==> src/rtl/wb_arbiter2.sv <==
// wb_arbiter2: two-master, one-slave Wishbone classic arbiter in front of the
// shared single-port SRAM. M0 is the core data port, M1 the instruction fetch.
// A grant is held for the whole of a master's cycle. A watchdog returns an error
// to a master whose strobe the slave never acks.
//
// Build option: define WB_ARB_ROUND_ROBIN_EN for round-robin contention
// resolution. Without it, M0 always wins contention.
//
// state | meaning
// IDLE  | no grant; slave controls parked low; arbitration happens here
// GNT0  | M0 owns the slave until it drops m0_cyc_i or the watchdog fires
// GNT1  | M1 owns the slave until it drops m1_cyc_i or the watchdog fires

module wb_arbiter2 #(
  parameter int ADDR_WIDTH     = 15,
  parameter int TIMEOUT_CYCLES = 255
) (
  input  logic                  wb_clk_i,
  input  logic                  wb_rst_i,

  input  logic                  m0_cyc_i,
  input  logic                  m0_stb_i,
  input  logic [ADDR_WIDTH-1:0] m0_adr_i,
  input  logic                  m0_we_i,
  input  logic [3:0]            m0_sel_i,
  input  logic [31:0]           m0_dat_i,
  output logic [31:0]           m0_dat_o,
  output logic                  m0_ack_o,
  output logic                  m0_err_o,

  input  logic                  m1_cyc_i,
  input  logic                  m1_stb_i,
  input  logic [ADDR_WIDTH-1:0] m1_adr_i,
  input  logic                  m1_we_i,
  input  logic [3:0]            m1_sel_i,
  input  logic [31:0]           m1_dat_i,
  output logic [31:0]           m1_dat_o,
  output logic                  m1_ack_o,
  output logic                  m1_err_o,

  output logic                  s_cyc_o,
  output logic                  s_stb_o,
  output logic                  s_we_o,
  output logic [ADDR_WIDTH-1:0] s_adr_o,
  output logic [3:0]            s_sel_o,
  output logic [31:0]           s_dat_o,
  input  logic [31:0]           s_dat_i,
  input  logic                  s_ack_i
);

  typedef enum logic [1:0] {
    IDLE = 2'd0,
    GNT0 = 2'd1,
    GNT1 = 2'd2
  } state_t;

  state_t state_q, state_d;
  logic   timeout;

`ifdef WB_ARB_ROUND_ROBIN_EN
  // 1 = M1 was granted most recently; reset value lets M0 win the first contention
  logic last_grant_q, last_grant_d;

  // Round-robin history register
  always_ff @(posedge wb_clk_i) begin
    if (wb_rst_i) last_grant_q <= 1'b1;
    else          last_grant_q <= last_grant_d;
  end
`endif

  generate
    if (TIMEOUT_CYCLES > 0) begin : g_wdog
      localparam int CW = $clog2(TIMEOUT_CYCLES + 1);
      logic [CW-1:0] cnt_q, cnt_d;

      // Count cycles the granted strobe waits for ack; an ack in the terminal cycle beats the error
      always_comb begin
        cnt_d   = cnt_q;
        timeout = 1'b0;
        if (state_q == IDLE || !s_stb_o || s_ack_i) begin
          cnt_d = '0;
        end else if (cnt_q == CW'(TIMEOUT_CYCLES)) begin
          timeout = 1'b1;
          cnt_d   = '0;
        end else begin
          cnt_d = cnt_q + CW'(1);
        end
      end

      // Watchdog counter register
      always_ff @(posedge wb_clk_i) begin
        if (wb_rst_i) cnt_q <= '0;
        else          cnt_q <= cnt_d;
      end
    end else begin : g_no_wdog
      assign timeout = 1'b0;
    end
  endgenerate

  // Grant state register
  always_ff @(posedge wb_clk_i) begin
    if (wb_rst_i) state_q <= IDLE;
    else          state_q <= state_d;
  end

  // Arbitration: grants only leave through IDLE, so handovers always cost one dead cycle
  always_comb begin
    state_d = state_q;
`ifdef WB_ARB_ROUND_ROBIN_EN
    last_grant_d = last_grant_q;
`endif
    case (state_q)
      IDLE: begin
        if (m0_cyc_i && m1_cyc_i) begin
`ifdef WB_ARB_ROUND_ROBIN_EN
          if (last_grant_q) begin
            state_d      = GNT0;
            last_grant_d = 1'b0;
          end else begin
            state_d      = GNT1;
            last_grant_d = 1'b1;
          end
`else
          state_d = GNT0;
`endif
        end else if (m0_cyc_i) begin
          state_d = GNT0;
`ifdef WB_ARB_ROUND_ROBIN_EN
          last_grant_d = 1'b0;
`endif
        end else if (m1_cyc_i) begin
          state_d = GNT1;
`ifdef WB_ARB_ROUND_ROBIN_EN
          last_grant_d = 1'b1;
`endif
        end
      end
      GNT0: if (timeout || !m0_cyc_i) state_d = IDLE;
      GNT1: if (timeout || !m1_cyc_i) state_d = IDLE;
      default: state_d = IDLE;
    endcase
  end

  // Slave-side mux, purely from the registered grant; IDLE parks controls low
  always_comb begin
    s_cyc_o = 1'b0;
    s_stb_o = 1'b0;
    s_we_o  = 1'b0;
    s_sel_o = 4'h0;
    s_adr_o = m0_adr_i;
    s_dat_o = m0_dat_i;
    case (state_q)
      GNT0: begin
        s_cyc_o = m0_cyc_i;
        s_stb_o = m0_stb_i;
        s_we_o  = m0_we_i;
        s_sel_o = m0_sel_i;
      end
      GNT1: begin
        s_cyc_o = m1_cyc_i;
        s_stb_o = m1_stb_i;
        s_we_o  = m1_we_i;
        s_sel_o = m1_sel_i;
        s_adr_o = m1_adr_i;
        s_dat_o = m1_dat_i;
      end
      default: ;
    endcase
  end

  assign m0_dat_o = s_dat_i;
  assign m1_dat_o = s_dat_i;
  assign m0_ack_o = (state_q == GNT0) && s_ack_i;
  assign m1_ack_o = (state_q == GNT1) && s_ack_i;
  assign m0_err_o = (state_q == GNT0) && timeout;
  assign m1_err_o = (state_q == GNT1) && timeout;

endmodule
==> config.mk <==
export PLATFORM = sky130hd
export DESIGN_NAME = wb_arbiter2
export DESIGN_NICKNAME = d
export VERILOG_FILES = /design/src/rtl/wb_arbiter2.sv
export SDC_FILE = /design/constraint.sdc
export NUM_CORES = 1
export LEC_CHECK = 0
export ABC_CLOCK_PERIOD_IN_PS = 2150
export CORE_AREA = 5 5 100 102
export CTS_BUF_LIST = sky130_fd_sc_hd__clkbuf_8 sky130_fd_sc_hd__clkbuf_16
export DETAILED_ROUTE_END_ITERATION = 16
export DIE_AREA = 0 0 105 107
export DONT_BUFFER_PORTS = 1
export PLACE_DENSITY = 0.4
export SLEW_MARGIN = 10
export SYNTH_ARGS = -nofsm -noshare
export SYNTH_HDL_FRONTEND = slang
export SYNTH_SLANG_ARGS = --single-unit
==> constraint.sdc <==
create_clock -name wb_clk_i -period 2.15 [get_ports wb_clk_i]
set_clock_uncertainty 0.2 [all_clocks]
set_input_delay 0.43 -clock wb_clk_i [delete_from_list [all_inputs] [get_ports wb_clk_i]]
set_output_delay 0.43 -clock wb_clk_i [all_outputs]
set_load 0.02 [all_outputs]
Word level (Yosys, flattened, before mapping) --
Index checks and enable logic that the tools add are counted.
Word-level totals: flip-flop bits (word level) 10, latch bits 0, memory bits (writable) 0, bits in read-only memories 0, bits of input ports 143, output and inout bits 122, logic and storage cells 38, memories kept 0
Operators by class: $add $sub $neg 1, multipliers 0, divide/modulo/power cells 0, order comparisons 0, equal/unequal tests 6, shifts and indexed selects 0, muxes and demuxes 14, bitwise gates (word level) 0, reductions and logical operators 15
Operators with widths (count):
- $mux 32 | 1
- $mux 15 | 1
- $mux 2 | 5
- $add 8x1->8 const B | 1
- $eq 8x8->1 const B | 1
- $pmux 4 s2 | 1
- $pmux 1 s2 | 3
- $pmux 2 s3 | 1
- $logic_and 1x1->1 | 5
- $logic_or 1x1->1 | 4
- $ne 2x2->1 const B | 2
- $ne 4x3->1 const B | 1
- $logic_not 1->1 | 3
- $reduce_and 3->1 | 1
- $reduce_or 3->1 | 1
- $eq 2x1->1 const B | 1
- $eq 2x2->1 const B | 1
- $logic_not 2->1 | 1
- $mux 1 | 2

Depth between registers and ports, before layout --
Gate-level depths: netlist of run 1.
depth after elaboration 9, gate-level depth with buffers 7, gate-level depth less buffers 6

Least setup slack after synthesis of run 1 --
Ideal clock, no wire load.
path kind reg-to-output, from register state_q[1], to output port m0_err_o, data arrival time 1.593 ns, data required time 1.520 ns, slack -0.073 ns, cell stages (with the launch flop) 6, path buffers 0, cell sequence dfxtp_1 > inv_1 > ha_1 > or3b_4 > nor4_4 > and2_1
On the way: word-level cells in the longest chain between the ends 7, elaborated cells between the ends (all ways) 9, classes of those cells eq/ne (2); mux (2); reduce/logical (5)
Ends and longest elaborated chain:
- from (decl) | RTL line 57 | state_t state_q, state_d;
- from (signal assigned) | RTL line 103 | else state_q <= state_d;
- $eq 2x2->1 or $eq 2x1->1 (tied branches) | RTL line 152, 175
- $pmux 1 s2 | RTL line 152 | case (state_q)
- $logic_not 1->1 | RTL line 80 | if (state_q == IDLE || !s_stb_o || s_ack_i) begin
- $logic_or 1x1->1 (2 in a row) | RTL line 80
- $mux 1 | RTL line 80
- $logic_and 1x1->1 (*) | RTL line 175 | assign m0_err_o = (state_q == GNT0) && timeout;
- to (decl) | RTL line 29 | output logic m0_err_o,
Mark *: on every way between the ends. The rest lies on a longest branch, timed or not.

Worst setup path in the final report of run 1 --
from register state_q[0], to output port m1_err_o
On the way: word-level cells in the longest chain between the ends 7, elaborated cells between the ends (all ways) 9, classes of those cells eq/ne (2); mux (2); reduce/logical (5)
Ends and longest elaborated chain:
- $eq 2x2->1 or $eq 2x1->1 (tied branches) | RTL line 152, 176
- $pmux 1 s2 | RTL line 152
- $logic_not 1->1 | RTL line 80
- $logic_or 1x1->1 (2 in a row) | RTL line 80
- $mux 1 | RTL line 80
- $logic_and 1x1->1 (*) | RTL line 176 | assign m1_err_o = (state_q == GNT1) && timeout;
- to (decl) | RTL line 39 | output logic m1_err_o,
Marks and branches as above.

==> impl_metrics.tcl, run 1 <==
set metrics [dict create \
    run_status "complete, but fails checks" \
    violations "setup timing" \
    ctsHtreeMaxLevel 1 \
    start_util_pct 18.8 \
    synth_common_cells "buf_4 (64), mux2_1 (47), dfxtp_1 (10)" \
    drcViolationCount 0 \
    io_buffers 0 \
    yosysMostFrequentCell "buf_4" \
    dr.pass1.iters 4 \
    grtUsageTotal_pct 9.26 \
    cts_buffers 3 \
    fin_ws_ns -0.184 \
    grt_max_degree 13 \
    final_max_slew_viol_count 0 \
    antenna_cells 0 \
    dieHeight_microns 107 \
    period_share_pct 109 \
    num_rows 35 \
    synth_top_family_by_area "buffers and inverters" \
    ys_types 31 \
    nFillCells 970 \
    synth-compound-area-share_pct 6.26 \
    synth_mux_area_share_pct 31.1 \
    cap_violations 0 \
    area_delta_synth_final_pct 16.1 \
    drive_above_1_share_pct 71.9 \
    hold_viol 0 \
    yosys_most_used_dff "dfxtp_1" \
    syn-instance-count 187 \
    final_antenna_net_count 0 \
    wirelength_microns 5790 \
    ys_seq_elements 10 \
    period_minus_slack_ns 2.33 \
    max_freq_mhz 428 \
    holdBufCountCts 0 \
    setup_viol 39 \
    synthSimpleGateAreaFrac_pct 13.6 \
    synth_top_area_cell "mux2_1" \
    clk_path_buf_depth 2 \
    vias 1142 \
    synth.area.top_cells "mux2_1 (31%), buf_4 (28%), dfxtp_1 (12%), nor2b_2 (3.1%), ha_1 (2.9%)" \
    synth_edf_count 0 \
    dr.first_iter.drc_count 25 \
    holdWs_ns 0.0953 \
    multi_input_area_sq_mm 0.00121 \
    p_per_area_mw_per_mm2 562 \
    antenna_found_initial 0 \
    synth-xor-area-share_pct 3.09 \
    start_kind "flop" \
    cellLeakagePower_uw 0.000783 \
    gp_congestion 0.720 \
    syn_area_sq_mm 0.00170 \
    grt_pass1_wl_microns 8140 \
    vdd_drop_max_mv 0.225 \
    crit_type "flop to output pin" \
    via_per_inst 4.44 \
    cts-root-buf "clkbuf_8" \
    rsz0062_at_grt "yes" \
    grt_remaining_overflow 0 \
    avgRoutedWirePerCell_microns 22.5 \
    ys_warn_count 0 \
    nets 294 \
    synth_nets 334 \
    dp_slack_ns -0.0102 \
    critPathMaxFanout 3 \
    grt_pass1_vias 1251 \
    relSlewSlack_pct 75.9 \
    hold_class "primary input to flop" \
    cp-end-kind "output pin" \
    yosysTopAreaCellShare_pct 31.1 \
    regArea_sq_um 203 \
    num_io_pins 265 \
    tritoncts "done" \
    required_ns 1.52 \
    crit_arrival_ns 1.70 \
    die_w_microns 105 \
    cts.sinks 10 \
    ys_seq_area_share_pct 11.8 \
    coreArea_sq_mm 0.00902 \
    async_flop_share_pct 0 \
    syn_avg_cell_area_sq_um 9.09 \
    cts.clk_slew.worst_paths_ns 0.05 \
    synthAdderAreaFrac_pct 2.95 \
    worst_pin_slew_ns 0.362 \
    hpwlAfterDp_microns 4640 \
    die-area_sq_mm 0.0112 \
    clk_latency_ns 0.24 \
]
[report_power, final]
part	switching [uW]	internal, uW
combinational	331	345
clock	75.0	161
sequential	4.38	192
[routing by layer]
layer | wire (microns) | vias up | GRT usage (%) | share of wire, %
li1 | - | 493 | - | -
met1 | 2260 | 528 | 11.4 | 39
met2 | 2670 | 92 | 13.7 | 46
met3 | 739 | 29 | 4.88 | 13
met4 | 116 | 0 | 3.20 | 2.0
met5 | 0 | - | 0 | 0
[worst max-delay path: stages (launching register included)]
cell	delay [ns]
dfxtp_2	0.35
inv_4	0.05
ha_4	0.25
or3b_4	0.39
nor4_4	0.18
and2_4	0.24
[state kept, by name, summed over array words and instances (netlist names)]
name          cells
g_wdog.cnt_q      8
state_q           2
[logic make-up (layout without fill, tap and decap cells)]
| family | count (synthesis) | in the layout |
|---|---|---|
| adders and majority gates | 4 | 4 |
| DFF | 10 | 10 |
| xor gates and xnor gates | 6 | 6 |
| muxes | 47 | 47 |
| and+or+nand+nor | 33 | 33 |
| AOI/OAI and AO/OA | 12 | 12 |
| buffers and inverters | 75 | 34 |
[final timing paths]
check	startpoint	slack, ns	endpoint	cells after the start
worst max-delay path	state_q[0]	-0.18	m1_err_o	5
worst min-delay path	wb_rst_i	0.1	state_q[0]	1
worst max register to register	state_q[0]	0.11	state_q[1]	8
worst min register to register	g_wdog.cnt_q[0]	0.24	g_wdog.cnt_q[0]	1
[final cells by class]
class                      count  area share [%]
timing repair buffer          26            17.4
sequential                    10            10.3
clock buffer                   4            2.79
inverter                       4           0.888
multi-input combinational    102            61.5
tap                          111            7.04
[stage by stage]
| step | TNS, ns | instance area [sq um] | util [%] | power (uW) | cells |
|---|---|---|---|---|---|
| 2_1_floorplan | -0.0532 | 1720 | - | 725 | 187 |
| 3_3_place_gp | 0 | 1460 | 16.1 | 650 | 240 |
| 3_5_place_dp | -0.0180 | 1460 | 16.1 | 649 | 240 |
| 4_1_cts | -1.99 | 1890 | 21.0 | 1080 | 254 |
| 5_1_grt | -4.02 | 1970 | 21.9 | 1160 | 257 |
| 6_report | -1.94 | 1970 | 21.9 | 1110 | 257 |
[placed cells by master (no fill, tap or decap), types with 2 or more instances in the layout]
cell type and count:
nor2_1 9, and2_4 2, and3_1 3, nor2b_2 3, mux2_4 45, mux2_2 2, and2_1 2, xnor2_1 4
ha_4 2, buf_4 14, inv_1 2, clkbuf_16 2, a22oi_2 6, clkbuf_8 4, nor2b_4 3, buf_6 3
dfxtp_2 2, buf_12 5, buf_16 2, dfxtp_1 8, xor2_1 2
[timing repair]
| item | in CTS | in global routing |
|---|---|---|
| resized for setup | 108 | 9 |
| pin swaps | 6 | 4 |
| setup endpoints to repair | 53 | 55 |
| cloned | 2 | 2 |
| buffers inserted | 8 | 3 |
No activity file was read; power rests on OpenSTA's default activity.
==> inputs of run 2 (changes only) <==
CELL_PAD_IN_SITES_DETAIL_PLACEMENT = 0   (was unset)
CELL_PAD_IN_SITES_GLOBAL_PLACEMENT = 1   (was unset)
PLACE_DENSITY = 0.54   (was 0.4)
==> run 2 against run 1 <==
Effect of this change: highest routed layer unchanged; count of clock-buffer cells in the layout stayed put; register-to-register slack worse by 0.11 ns; critical endpoint unchanged; largest power group unchanged; global-route usage fell by 0.083 points; combinational power down 20%; utilization decreased by 3.2 points; the run still ends with setup timing left; non-clock buffer count fell by 2; wire length down 2.1%; sequential share of layout area rose by 1.7 points; maximum frequency fell by 0.88%; setup slack lost 0.021 ns.
==> impl_metrics.tcl, run 2 (synthesized netlist as in run 1, its figures left out) <==
set metrics [dict create \
    via_per_inst 4.47 \
    use_met1_pct 11.4 \
    clk_path_buf_depth 2 \
    io_buffers 0 \
    required_ns 1.52 \
    cts.clk_slew.worst_paths_ns 0.05 \
    nFillCells 999 \
    hold_viol 0 \
    regArea_sq_um 203 \
    dr.first_iter.drc_count 36 \
    drive_above_1_share_pct 70.8 \
    max_freq_mhz 425 \
    worst_pin_slew_ns 0.373 \
    multi_input_area_sq_mm 0.00106 \
    die_w_microns 105 \
    tns_ns -4.73 \
    cts.sinks 10 \
    clk_latency_ns 0.24 \
    internal_power_uw 592 \
    vias 1139 \
    grtUsageTotal_pct 9.18 \
    final_cell_mix "mux2_2 (38), buf_4 (20), mux2_4 (9), nor2_1 (9), dfxtp_1 (8)" \
    num_rows 35 \
    globalRoute.busiestLayer "met2" \
    relSlewSlack_pct 75.1 \
    holdBufCountCts 0 \
    tritoncts "done" \
    layout_commonest_cell "mux2_2" \
    critPathMaxFanout 3 \
    wirelength_microns 5670 \
    p_sw_share_pct 39.2 \
    dieHeight_microns 107 \
    dr.pass1.iters 4 \
    start_kind "flop" \
    r2r_cells 10 \
    coreArea_sq_mm 0.00902 \
    cap_violations 0 \
    avgRoutedWirePerCell_microns 22.2 \
    violations "setup timing" \
    period_minus_slack_ns 2.36 \
    cellLeakagePower_uw 0.000607 \
    cts-root-buf "clkbuf_8" \
    power.switching_uw 381 \
    grt_max_degree 29 \
    grt_pass1_wl_microns 7870 \
    fin_ws_ns -0.205 \
    grt_pass1_vias 1244 \
    final_max_slew_viol_count 0 \
    crit_type "flop to output pin" \
    area_delta_synth_final_pct -0.810 \
    run_status "complete, but fails checks" \
    largest_register_ff_count 8 \
    holdWs_ns 0.0965 \
    p_seq_share_pct 20.0 \
    grt.met3_usage_pct 3.61 \
    die-area_sq_mm 0.0112 \
    regMostFlops "g_wdog.cnt_q" \
    crit_arrival_ns 1.73 \
    final_antenna_net_count 0 \
    start_util_pct 18.8 \
    setup_viol 47 \
    cp-end-kind "output pin" \
    cts_buffers 3 \
    r2r-end "state_q[1]" \
    r2r_slack_ns 0 \
    design_area_sq_mm 0.00169 \
    worstSetupStartpoint "state_q[0]" \
    reg.largest.list "g_wdog.cnt_q x8, state_q x2" \
    vdd_drop_max_mv 0.176 \
    crit_end "m1_err_o" \
    antenna_cells 0 \
    grt_remaining_overflow 0 \
    r2r-start "state_q[0]" \
    power_uw 973 \
    num_io_pins 265 \
    p_per_area_mw_per_mm2 577 \
    place_inst 245 \
    hpwlAfterDp_microns 4930 \
    p_clk_share_pct 24.0 \
    period_share_pct 110 \
    hold_class "primary input to flop" \
    post_layout_nonfiller_instances 255 \
    drcViolationCount 0 \
    ctsHtreeMaxLevel 1 \
    met2_usage_pct 14.0 \
    combinationalPowerShare_pct 56.0 \
    gp_congestion 0.715 \
    placed_area_sq_mm 0.00151 \
    nets 292 \
    rsz0062_at_grt "yes" \
    antenna_found_initial 0 \
]
==> run 2: cell count changes in the layout (fill, tap and decap cells not counted), sizes merged <==
cell    previous run  this run
clkbuf             6         4
==> run 2: how the worst min path moves through the flow <==
stage / startpoint / depth (start not counted) / slack (ns) / end
after floorplan: g_wdog.cnt_q[0] / 1 / 0.21 / g_wdog.cnt_q[0]
after global placement: g_wdog.cnt_q[0] / 1 / 0.23 / g_wdog.cnt_q[0]
after detailed placement: g_wdog.cnt_q[0] / 1 / 0.24 / g_wdog.cnt_q[0]
after CTS: wb_rst_i / 1 / 0.09 / state_q[0]
after global routing: wb_rst_i / 1 / 0.1 / state_q[0]
final: wb_rst_i / 1 / 0.1 / state_q[0]
==> run 2: stage by stage <==
stage	setup slack, ns	utilization, %
after detailed placement	-0.0599	16.7
after global placement	-0.0286	16.7
after global routing	-0.278	18.7
final	-0.205	18.7
after CTS	-0.221	18.1
after floorplan	-0.0266	-
==> run 2: power groups by stage <==
| stage | registers, uW | logic, uW | clock network, uW |
|---|---|---|---|
| after detailed placement | 199 | 476 | 0 |
| after floorplan | 199 | 526 | 0 |
| after CTS | 195 | 535 | 239 |
| final | 195 | 544 | 233 |
| after global routing | 195 | 577 | 252 |
| after global placement | 199 | 475 | 0 |
==> run 2: area by class of cell <==
| cell class | count | share of cell area, % |
|---|---|---|
| clock buffers | 4 | 3.27 |
| well taps | 111 | 8.24 |
| repair buffers | 24 | 12.8 |
| flip-flops and latches | 10 | 12.0 |
| inverters | 4 | 0.891 |
| multi-input cells | 102 | 62.7 |
==> run 2: critical path, cell delays in order (launching register included) <==
cell,delay [ns]
dfxtp_2,0.33
inv_2,0.05
ha_4,0.26
or3b_4,0.39
nor4_4,0.22
and2_4,0.24
==> run 2: routing by layer <==
metal,share of wire (%),vias to the layer above
met3,11,28
met1,40,526
met2,46,93
li1,-,492
met5,0,-
met4,3.5,0
==> run 2: what timing repair did <==
item	in CTS	in global routing
gates resized for setup	60	5
setup endpoints to repair	55	54
pin swaps	6	4
buffers inserted	3	3
==> inputs of run 3 (changes only) <==
CELL_PAD_IN_SITES_DETAIL_PLACEMENT = 1   (was 0)
==> run 3 against run 2 <==
Effect of this change: the run still ends with setup timing left; register-to-register slack gained 0.11 ns; setup slack better by 0.011 ns; total power fell by 0.93%; cell area fell by 1.8%.
==> impl_metrics.tcl, run 3 (synthesized netlist as in run 1, its figures left out) <==
set metrics [dict create \
    via_per_inst 4.42 \
    layout_commonest_cell "mux2_2" \
    holdBufCountCts 0 \
    num_rows 35 \
    grt_pass1_wl_microns 8310 \
    place_inst 245 \
    cp-end-kind "output pin" \
    dr.first_iter.drc_count 22 \
    r2r_slack_ns 0.11 \
    cts_buffers 3 \
    period_share_pct 109 \
    io_buffers 0 \
    reg.largest.list "g_wdog.cnt_q x8, state_q x2" \
    hold_viol 0 \
    dieHeight_microns 107 \
    violations "setup timing" \
    wirelength_microns 6020 \
    crit_slowest_cell "or3b_4" \
    start_util_pct 18.8 \
    dr.pass1.iters 4 \
    final_max_slew_viol_count 0 \
    run_status "complete, but fails checks" \
    die_w_microns 105 \
    vdd_drop_max_mv 0.185 \
    fin_ws_ns -0.194 \
    r2r_cells 8 \
    final_antenna_net_count 0 \
    whs_path_depth 1 \
    wl_met2_microns 2800 \
    cellLeakagePower_uw 0.000577 \
    drive_above_1_share_pct 67.6 \
    clk_latency_ns 0.23 \
    grt_pass1_vias 1307 \
    finalCoreUtilization_pct 18.3 \
    critPathMaxFanout 3 \
    die-area_sq_mm 0.0112 \
    cts.sinks 10 \
    p_per_area_mw_per_mm2 582 \
    crit_type "flop to output pin" \
    vias 1128 \
    clk_path_buf_depth 2 \
    nets 290 \
    grt_remaining_overflow 0 \
    worst_pin_slew_ns 0.357 \
    max_freq_mhz 427 \
    cap_violations 0 \
    crit_arrival_ns 1.71 \
    post_layout_nonfiller_instances 255 \
    hold_class "primary input to flop" \
    grtUsageTotal_pct 9.77 \
    crit_path_max_incr_delay_ns 0.39 \
    drcViolationCount 0 \
    final_cell_mix "mux2_2 (42), buf_4 (18), nor2_1 (9)" \
    worstPathCellList "inv_2 > ha_4 > or3b_4 > nor4_4 > and2_4" \
    hpwlAfterDp_microns 5170 \
    gp_congestion 0.715 \
    setup_viol 55 \
    avgRoutedWirePerCell_microns 23.6 \
    start_kind "flop" \
    antenna_found_initial 0 \
    met3WireLength_microns 552 \
    period_minus_slack_ns 2.34 \
    cts-root-buf "clkbuf_8" \
    relSlewSlack_pct 76.2 \
    area_delta_synth_final_pct -2.58 \
    dr.max_layer_used "met4" \
    cts.clk_slew.worst_paths_ns 0.05 \
    tritoncts "done" \
    rsz0062_at_grt "yes" \
    ctsHtreeMaxLevel 1 \
    required_ns 1.52 \
    largest_register_ff_count 8 \
    num_io_pins 265 \
    coreArea_sq_mm 0.00902 \
    regMostFlops "g_wdog.cnt_q" \
    met1_length_microns 2490 \
    grt_max_degree 15 \
]
==> run 3: cell types whose count changed in the layout (fill, tap and decap cells not counted), sizes merged <==
cell,before,now
bufbuf,0,1
diode,0,2
buf,24,21
==> run 3: worst max-delay path: cells and delay by family, from the launching register on <==
kind	cells	cell delay (ns)
simple gates	3	0.83
buf+inv	1	0.06
flops	1	0.33
fa+ha+maj	1	0.26
==> run 3: layer usage <==
layer	up-vias	track usage, %
met1	522	11.7
met4	0	4.57
met3	26	4.21
li1	489	-
met5	-	0
met2	91	15.0
==> run 3: repair_timing <==
item / 4_1_cts / 5_1_grt
gates cloned: 1 / 0
resized for setup: 49 / 1
pin swaps: 6 / 1
endpoints found under the setup margin: 55 / 57
buffers inserted: 3 / 0
==> run 3: stage by stage <==
| step | total power, uW | TNS [ns] | setup slack, ns | hold WS (ns) | cell area, sq um |
|---|---|---|---|---|---|
| 6_report | 964 | -6.25 | -0.194 | 0.0928 | 1660 |
| 5_1_grt | 1020 | -10.87 | -0.311 | 0.0812 | 1650 |
| 3_3_place_gp | 673 | -0.0570 | -0.0286 | 0.230 | 1510 |
| 3_5_place_dp | 677 | -0.111 | -0.0566 | 0.235 | 1510 |
| 2_1_floorplan | 725 | -0.0532 | -0.0266 | 0.213 | 1720 |
| 4_1_cts | 977 | -7.28 | -0.219 | 0.0907 | 1640 |
==> run 3: where the power goes <==
group	switching [uW]	total (uW)	internal, uW
logic	304	536	232
registers	3.57	195	192
clock network	71.9	233	161
==> run 3: cell type report <==
type                            instances  area (sq um)
Clock buffer                            4          55.1
Multi-Input combinational cell        102          1020
Antenna cell                            2          5.00
Timing Repair Buffer                   22           219
Fill cell                            1069          7370
Tap cell                              111           139
Sequential cell                        10           203
Inverter                                4          15.0
==> run 3: path summary, 6_finish.rpt <==
kind                                       from              end
worst max-delay path                 state_q[0]         m0_err_o
worst min-delay path                   wb_rst_i       state_q[0]
worst max register to register       state_q[1]       state_q[1]
worst min register to register  g_wdog.cnt_q[0]  g_wdog.cnt_q[0]
